==> src/rtl/mem_arbiter.sv <==
// Four-master round-robin arbiter and sequencer for a single-port node memory.
// Each master issues one word read or write per req/ack handshake; all outputs are registered.
module mem_arbiter #(
    parameter int N_REQ      = 4,
    parameter int ADDR_W     = 11,
    parameter int DATA_W     = 16,
    parameter int RD_LATENCY = 1
) (
    input  logic                      clock,
    input  logic                      nrst,
    input  logic [N_REQ-1:0]          req,
    input  logic [N_REQ-1:0]          wr_req,
    input  logic [N_REQ*ADDR_W-1:0]   addr_bus,
    input  logic [N_REQ*DATA_W-1:0]   wdata_bus,
    output logic [N_REQ-1:0]          gnt,
    output logic [N_REQ-1:0]          ack,
    output logic [DATA_W-1:0]         rdata,
    output logic                      busy,
    output logic [ADDR_W-1:0]         mem_address,
    output logic                      mem_wr_en,
    output logic [DATA_W-1:0]         mem_data_in,
    input  logic [DATA_W-1:0]         mem_data_out
);

    localparam int IDX_W = 2;
    localparam int CNT_W = 2;

    typedef enum logic [1:0] {
        S_IDLE   = 2'd0,
        S_ACCESS = 2'd1,
        S_WAIT   = 2'd2,
        S_DONE   = 2'd3
    } state_t;

    state_t             state_q;
    logic [N_REQ-1:0]   gnt_q;
    logic [N_REQ-1:0]   ack_q;
    logic [DATA_W-1:0]  rdata_q;
    logic               busy_q;
    logic [ADDR_W-1:0]  mem_address_q;
    logic               mem_wr_en_q;
    logic [DATA_W-1:0]  mem_data_in_q;
    logic [IDX_W-1:0]   last_q;
    logic [CNT_W-1:0]   cnt_q;
    logic               wr_op_q;

    logic [ADDR_W-1:0]  addr_arr [N_REQ];
    logic [DATA_W-1:0]  wdata_arr [N_REQ];

    generate
        for (genvar gi = 0; gi < N_REQ; gi++) begin : g_unpack
            assign addr_arr[gi]  = addr_bus[gi*ADDR_W +: ADDR_W];
            assign wdata_arr[gi] = wdata_bus[gi*DATA_W +: DATA_W];
        end
    endgenerate

    // Scan from lowest to highest priority so the last hit is the one just after last_q.
    logic             pick_vld_d;
    logic [IDX_W-1:0] pick_idx_d;
    logic [IDX_W-1:0] cand;

    always_comb begin
        pick_vld_d = 1'b0;
        pick_idx_d = '0;
        cand       = '0;
        for (int k = N_REQ; k >= 1; k--) begin
            cand = last_q + IDX_W'(k);
            if (req[cand]) begin
                pick_vld_d = 1'b1;
                pick_idx_d = cand;
            end
        end
    end

    always_ff @(posedge clock) begin
        if (!nrst) begin
            state_q       <= S_IDLE;
            gnt_q         <= '0;
            ack_q         <= '0;
            rdata_q       <= '0;
            busy_q        <= 1'b0;
            mem_address_q <= '0;
            mem_wr_en_q   <= 1'b0;
            mem_data_in_q <= '0;
            last_q        <= IDX_W'(N_REQ - 1);
            cnt_q         <= '0;
            wr_op_q       <= 1'b0;
        end else begin
            case (state_q)
                S_IDLE: begin
                    if (pick_vld_d) begin
                        state_q       <= S_ACCESS;
                        gnt_q         <= N_REQ'(1) << pick_idx_d;
                        last_q        <= pick_idx_d;
                        busy_q        <= 1'b1;
                        wr_op_q       <= wr_req[pick_idx_d];
                        mem_wr_en_q   <= wr_req[pick_idx_d];
                        mem_address_q <= addr_arr[pick_idx_d];
                        mem_data_in_q <= wdata_arr[pick_idx_d];
                    end
                end
                S_ACCESS: begin
                    mem_wr_en_q <= 1'b0;
                    if (wr_op_q) begin
                        state_q <= S_DONE;
                        ack_q   <= gnt_q;
                    end else begin
                        state_q <= S_WAIT;
                        cnt_q   <= CNT_W'(RD_LATENCY - 1);
                    end
                end
                S_WAIT: begin
                    if (cnt_q == '0) begin
                        rdata_q <= mem_data_out;
                        state_q <= S_DONE;
                        ack_q   <= gnt_q;
                    end else begin
                        cnt_q <= cnt_q - 1'b1;
                    end
                end
                S_DONE: begin
                    state_q <= S_IDLE;
                    gnt_q   <= '0;
                    ack_q   <= '0;
                    busy_q  <= 1'b0;
                end
                default: state_q <= S_IDLE;
            endcase
        end
    end

    assign gnt         = gnt_q;
    assign ack         = ack_q;
    assign rdata       = rdata_q;
    assign busy        = busy_q;
    assign mem_address = mem_address_q;
    assign mem_wr_en   = mem_wr_en_q;
    assign mem_data_in = mem_data_in_q;

endmodule
==> config.mk <==
export PLATFORM = sky130hd
export DESIGN_NAME = mem_arbiter
export DESIGN_NICKNAME = d
export VERILOG_FILES = /design/src/rtl/mem_arbiter.sv
export SDC_FILE = /design/constraint.sdc
export NUM_CORES = 1
export LEC_CHECK = 0
export CAP_MARGIN = 20
export CORE_ASPECT_RATIO = 0.6
export CORE_MARGIN = 2
export CORE_UTILIZATION = 25
export CTS_BUF_LIST = sky130_fd_sc_hd__clkbuf_4 sky130_fd_sc_hd__clkbuf_8
export DETAILED_ROUTE_END_ITERATION = 12
export HOLD_SLACK_MARGIN = 0.05
export PLACE_DENSITY = 0.56
export SLEW_MARGIN = 20
export SYNTH_ARGS = -nofsm -noshare
export SYNTH_HDL_FRONTEND = slang
export SYNTH_SLANG_ARGS = --single-unit
==> constraint.sdc <==
create_clock -name clock -period 4.61 [get_ports clock]
set_input_delay 0.6915 -clock clock [delete_from_list [all_inputs] [get_ports clock]]
set_output_delay 0.6915 -clock clock [all_outputs]
set_load 0.02 [all_outputs]
==> results of run 1 <==
[metal layers]
metal	vias up	part of all wire [%]	GRT usage [%]	wire, um
li1	1839	-	-	-
met1	1770	49	25.77	6289
met2	135	42	27.39	5369
met3	18	7.5	5.721	958
met4	0	1.0	3.894	131
met5	-	0	0	0
[cells in the mapped netlist (4+ instances only)]
| library cell | count | share of area [%] |
|---|---|---|
| a21oi_1 | 37 | 5.7 |
| a221oi_1 | 27 | 7.3 |
| a22oi_1 | 4 | 0.93 |
| a31oi_1 | 19 | 3.7 |
| buf_2 | 15 | 2.3 |
| buf_6 | 4 | 1.4 |
| clkbuf_1 | 13 | 1.5 |
| dfxtp_1 | 60 | 37 |
| ha_1 | 6 | 2.3 |
| inv_1 | 8 | 0.93 |
| nand2_1 | 50 | 5.8 |
| nand2b_1 | 4 | 0.77 |
| nand3_1 | 45 | 6.9 |
| nand4_1 | 9 | 1.7 |
| nor2_1 | 14 | 1.6 |
| nor2b_1 | 4 | 0.77 |
| o21a_1 | 9 | 2.1 |
| o21ai_0 | 33 | 5.1 |
[worst register-to-register path, delay by kind of cell, from the launching register on]
kind / cells / cell delay (ns)
compound gates: 2 / 0.77
simple gates: 2 / 0.74
flops: 1 / 0.62
buf+inv: 1 / 0.34
mux: 1 / 0.25
[where the power goes]
part | leakage, nW | switching (W) | internal, W | total (W)
Clock | 0.116 | 0.000223 | 0.000323 | 0.000545
Sequential | 0.494 | 0.000123 | 0.000693 | 0.000816
Combinational | 1.28 | 0.000918 | 0.000679 | 0.00160
Total | 1.89 | 0.00126 | 0.00169 | 0.00296
[layout make-up]
cell class	count	area [sq um]	share of cell area, %
clock inverter	5	75.07	1.399
inverter	8	30.03	0.5594
clock buffer	11	145.1	2.704
sequential	60	1201	22.38
tap	170	212.7	3.963
multi-input combinational	299	1804	33.61
timing repair buffer	191	1899	35.38
[worst max-delay path by stage]
stage	to	startpoint	cells past startpoint
global placement	wr_op_q$_SDFFE_PN0P_	req[3]	7
floorplan	mem_address[0]$_SDFFE_PN0P_	req[2]	8
CTS	mem_data_in[10]$_SDFFE_PN0P_	req[3]	7
finish	mem_data_in[10]$_SDFFE_PN0P_	req[3]	7
detailed placement	mem_data_in[12]$_SDFFE_PN0P_	req[3]	7
global route	mem_data_in[12]$_SDFFE_PN0P_	req[1]	7
[logic make-up after synthesis]
family	count (synthesis)
and+or+nand+nor	135
buffers and inverters	45
adders and majority gates	6
AOI/OAI and AO/OA	157
muxes	1
DFF	60
[registers in the layout (all words and copies together) (netlist names)]
register	cells
ack	4
busy	1
cnt_q	2
gnt	4
last_q	2
mem_address	11
mem_data_in	16
mem_wr_en	1
rdata	16
state_q	2
wr_op_q	1
[through the flow]
stage          hold WS (ns)  utilization [%]  instances
3_5_place_dp         0.4488            40.30        728
6_report             0.4572            42.03        744
5_1_grt              0.4724            42.03        744
4_1_cts              0.4589            42.03        744
2_1_floorplan        0.5005                -        404
3_3_place_gp         0.4454            40.30        728
==> flow_summary.yaml, run 1 <==
drt:
  vias_per_cell: 5.056
  drtAntennaViolNets: 0
  dr.first_iter.drc_count: 193
  drc: 0
  wl_per_cell_um: 17.14
  drt_pass1_iterations: 5
  vias: 3762
  drt-total-wl_mm: 12.75
setup_path:
  crit_path_max_incr_delay_ns: 0.65
  arrival_ns: 3.47
  cp-end-kind: "register"
  path_cells: "clkdlybuf4s50_1 > mux2i_1 > o32a_1 > and2_1 > buf_4 > nand3_1 > a31oi_1"
  crit_family: "buffers and inverters"
  r2r-end: "mem_data_in[10]$_SDFFE_PN0P_"
  crit_slowest_cell: "clkdlybuf4s50_1"
  reg2reg_depth: 6
  crit_path_max_fanout: 16
  critPathBufInv: 2
  path_class: "input pin to register"
  reg2reg_from: "last_q[1]$_SDFFE_PN1P_"
  required_ns: 4.89
  cp-start-kind: "input pin"
  rrSetupSlack_ns: 1.82
sta:
  finalCritPeriodShare_pct: 69.09
  tns_ns: 0
  relSlewSlack_pct: 35.88
  clock_skew_ns: 0.008696
  fin_ws_ns: 1.425
  rsz0062_at_grt: "false"
  fin_crit_ns: 3.185
  slew_violations: 0
  final-setup-viol-count: 0
  finalHoldViolCount: 0
  max_freq_mhz: 314.0
  worstMarginPinSlew_ns: 0.9618
final_layout:
  syn2layout_area_growth_pct: 65.38
  design_area_sq_um: 5368
  final_common_cell: "clkdlybuf4s50_1"
  num_antenna_cells: 0
  layout-drive-gt1-share_pct: 5.575
  n_fill_cell: 1268
  nNetsFinal: 709
  layout_common_cells: "186 x clkdlybuf4s50_1, 60 x dfxtp_1, 50 x nand2_1, 45 x nand3_1, 37 x a21oi_1"
global_route:
  grt_max_degree: 39
  antenna_found_initial: 0
  overflow: 0
  grt_pass1_wl_mm: 20.07
  grt_usage_pct: 18.32
  grt_pass1_vias: 3749
floorplanning:
  die_w_um: 151.1
  initial_utilization_pct: 25.41
  die_area_sq_um: 13940
  core_sq_um: 12770
  placementRows: 32
  fp.dieH_um: 92.26
  ios: 187
power:
  power_density_nw_per_um2: 551.1
  power_w: 0.002958
  leakagePower_nw: 1.892
  ir_worst_vdd_uv: 245.0
yosys:
  syn_area_sq_um: 3246
  synth_compound_area_share_pct: 33.08
  synth_xor_area_share_pct: 0
  synth-seq-cells: 60
  synthFlopType: "dfxtp_1"
  synthArstFlopShare_pct: 0
  synth_simple_gate_area_share_pct: 19.43
  syn_inst: 404
  synth_top_family_by_area: "compound AO/OA/AOI/OAI gates"
  ys_warn_count: 0
  synth_seq_area_share_pct: 37.01
  synth.mux.area_fraction_pct: 0.3084
  avgSynthCellArea_sq_um: 8.034
  synth-adder-area-share_pct: 2.313
  syn_nets: 544
  synth_enable_flop_cells: 0
  ys_types: 46
clock_network:
  cts.sinks: 60
  cts_resized: 0
  cts_buffers: 9
  clkTransAtPathRegs_ns: 0.08
  clockBufferDepth: 2
  hold_buffers: 0
  postCtsSetupRepairBufs: 0
  cts_root_buf: "clkbuf_8"
  ctsHtreeMaxLevel: 3
  clkLatencyLatePin_ns: 0.35
  cts_tree: "yes"
placed_design:
  post_dp_cell_area_sq_um: 5147
  port_buffers: 186
  dp_hpwl_mm: 9.335
  pre_cts_ws_ns: 1.078
  place_congestion: 0.7974
flow_run:
  cap_viol_max_count: 0
hold_path:
  hold_depth: 2
  hp-class: "register to register"
  worstHoldEndpoint: "rdata[13]$_SDFFE_PN0P_"
  worstHoldStart: "rdata[13]$_SDFFE_PN0P_"
outcome:
  status: "finished, final reports clean"
No activity file was read; power rests on OpenSTA's default activity.
==> inputs of run 2 (changes only) <==
==> constraint.sdc (replaced) <==
create_clock -name clock -period 3.3 [get_ports clock]
set_input_delay 0.495 -clock clock [delete_from_list [all_inputs] [get_ports clock]]
set_output_delay 0.495 -clock clock [all_outputs]
set_load 0.02 [all_outputs]
==> run 2 against run 1 <==
Sequential share of layout area down 0.21 points. Combinational power up 41%. Non-clock buffer count up 4. Final area up 0.93%. Final cell count up 0.54%. Via count up 1.8%. Power up 42%. Core utilization up 0.39 points. Routed wire length up 1.2%. Global-route usage up 0.45 points. Sequential cell count unchanged. Largest cell class unchanged.
==> flow_summary.yaml, run 2 (same netlist as run 1, synthesis figures left out) <==
clock_network:
  clkTransAtPathRegs_ns: 0.07
  cts.sinks: 60
  clkLatencyLatePin_ns: 0.36
  clockBufferDepth: 2
  cts_tree: "yes"
  cts_buffers: 9
  ctsHtreeMaxLevel: 3
  cts_resized: 0
  cts_root_buf: "clkbuf_8"
  hold_buffers: 0
  postCtsSetupRepairBufs: 0
setup_path:
  path_class: "input pin to register"
  reg2reg_depth: 5
  critPathLaunch: "req[1]"
  cp-end-kind: "register"
  crit_path_max_fanout: 18
  cp-start-kind: "input pin"
  arrival_ns: 2.79
  required_ns: 3.52
  r2r-end: "mem_address[6]$_SDFFE_PN0P_"
  rrSetupSlack_ns: 0.88
  reg2reg_from: "last_q[1]$_SDFFE_PN1P_"
sta:
  tns_ns: 0
  relSlewSlack_pct: 35.92
  max_freq_mhz: 389.9
  slew_violations: 0
  worstMarginPinSlew_ns: 0.9602
  clock_skew_ns: 0.01236
  final-setup-viol-count: 0
  rsz0062_at_grt: "false"
  finalHoldViolCount: 0
  finalCritPeriodShare_pct: 77.71
  fin_ws_ns: 0.7355
  fin_crit_ns: 2.565
floorplanning:
  placementRows: 32
  die_area_sq_um: 13940
  initial_utilization_pct: 25.41
  ios: 187
  core_sq_um: 12770
  die_w_um: 151.1
  fp.dieH_um: 92.26
power:
  p_sw_share_pct: 42.00
  switching_power_w: 0.001763
  combPwrFrac_pct: 53.6
  p_int_w: 0.002435
  clock_power_share_pct: 19.2
  ir_worst_vdd_uv: 283.1
  seq_power_share_pct: 27.1
  leakagePower_nw: 1.914
  power_density_nw_per_um2: 774.8
global_route:
  grt_pass1_vias: 3901
  grt_max_degree: 37
  grt_pass1_wl_mm: 20.36
  grt_usage_pct: 18.78
  antenna_found_initial: 0
  overflow: 0
final_layout:
  nNetsFinal: 713
  final_common_cell: "clkdlybuf4s50_1"
  syn2layout_area_growth_pct: 66.92
  layout-drive-gt1-share_pct: 6.228
  layout.cells.non_filler: 748
  layout_common_cells: "186 x clkdlybuf4s50_1, 60 x dfxtp_1, 50 x nand2_1, 45 x nand3_1, 37 x a21oi_1"
  num_antenna_cells: 0
placed_design:
  dp_hpwl_mm: 9.561
  port_buffers: 186
  place_inst: 732
  place_congestion: 0.8174
  pre_cts_ws_ns: 0.3876
drt:
  dr.first_iter.drc_count: 217
  drt_pass1_iterations: 5
  drt-total-wl_mm: 12.91
  drc: 0
  wl_per_cell_um: 17.26
  vias_per_cell: 5.119
  vias: 3829
  drtAntennaViolNets: 0
outcome:
  status: "finished, final reports clean"
hold_path:
  hold_depth: 2
  worstHoldEndpoint: "rdata[10]$_SDFFE_PN0P_"
  hp-class: "register to register"
  worstHoldStart: "rdata[10]$_SDFFE_PN0P_"
flow_run:
  cap_viol_max_count: 0
==> run 2: power groups by stage <==
stage	combinational (W)	clock (W)	sequential (W)
floorplan	0.00115	0	0.00136
global placement	0.00224	0	0.00114
detailed placement	0.00226	0	0.00115
CTS	0.00226	0.000834	0.00114
global route	0.00246	0.000864	0.00117
finish	0.00225	0.000807	0.00114
==> run 2: worst max-delay path, cell delays in order <==
cell	delay [ns]
clkdlybuf4s50_1	0.63
mux2i_1	0.22
o32a_1	0.65
nand2_2	0.45
nand3_1	0.22
a31oi_1	0.10
==> run 2: layout make-up <==
cell class / count / area (sq um)
Fill cell: 1255 / 7355
Timing Repair Buffer: 195 / 1929
Multi-Input combinational cell: 299 / 1804
Sequential cell: 60 / 1201
Tap cell: 170 / 212.7
Clock buffer: 13 / 172.7
Clock inverter: 3 / 67.56
Inverter: 8 / 30.03
==> run 2: routing by layer <==
metal  track usage (%)  wire, um
met1             26.80      6303
met2             26.89      5468
met3             6.219       990
met4             4.829       144
met5                 0         0
==> run 2: worst max-delay path by stage <==
stage / depth (start not counted) / endpoint
floorplan: 8 / mem_address[0]$_SDFFE_PN0P_
global placement: 6 / mem_address[1]$_SDFFE_PN0P_
detailed placement: 6 / mem_data_in[9]$_SDFFE_PN0P_
CTS: 6 / mem_address[1]$_SDFFE_PN0P_
global route: 6 / mem_address[1]$_SDFFE_PN0P_
finish: 6 / mem_address[6]$_SDFFE_PN0P_
==> run 2: stage by stage <==
step | cell area [sq um] | hold WS (ns) | total power, W | utilization, %
after global routing | 5418 | 0.4782 | 0.004498 | 42.42
after detailed placement | 5177 | 0.4481 | 0.003403 | 40.54
after global placement | 5177 | 0.4454 | 0.003387 | 40.54
after CTS | 5418 | 0.4580 | 0.004236 | 42.42
after floorplan | 3246 | 0.5005 | 0.002504 | -
final | 5418 | 0.4558 | 0.004197 | 42.42
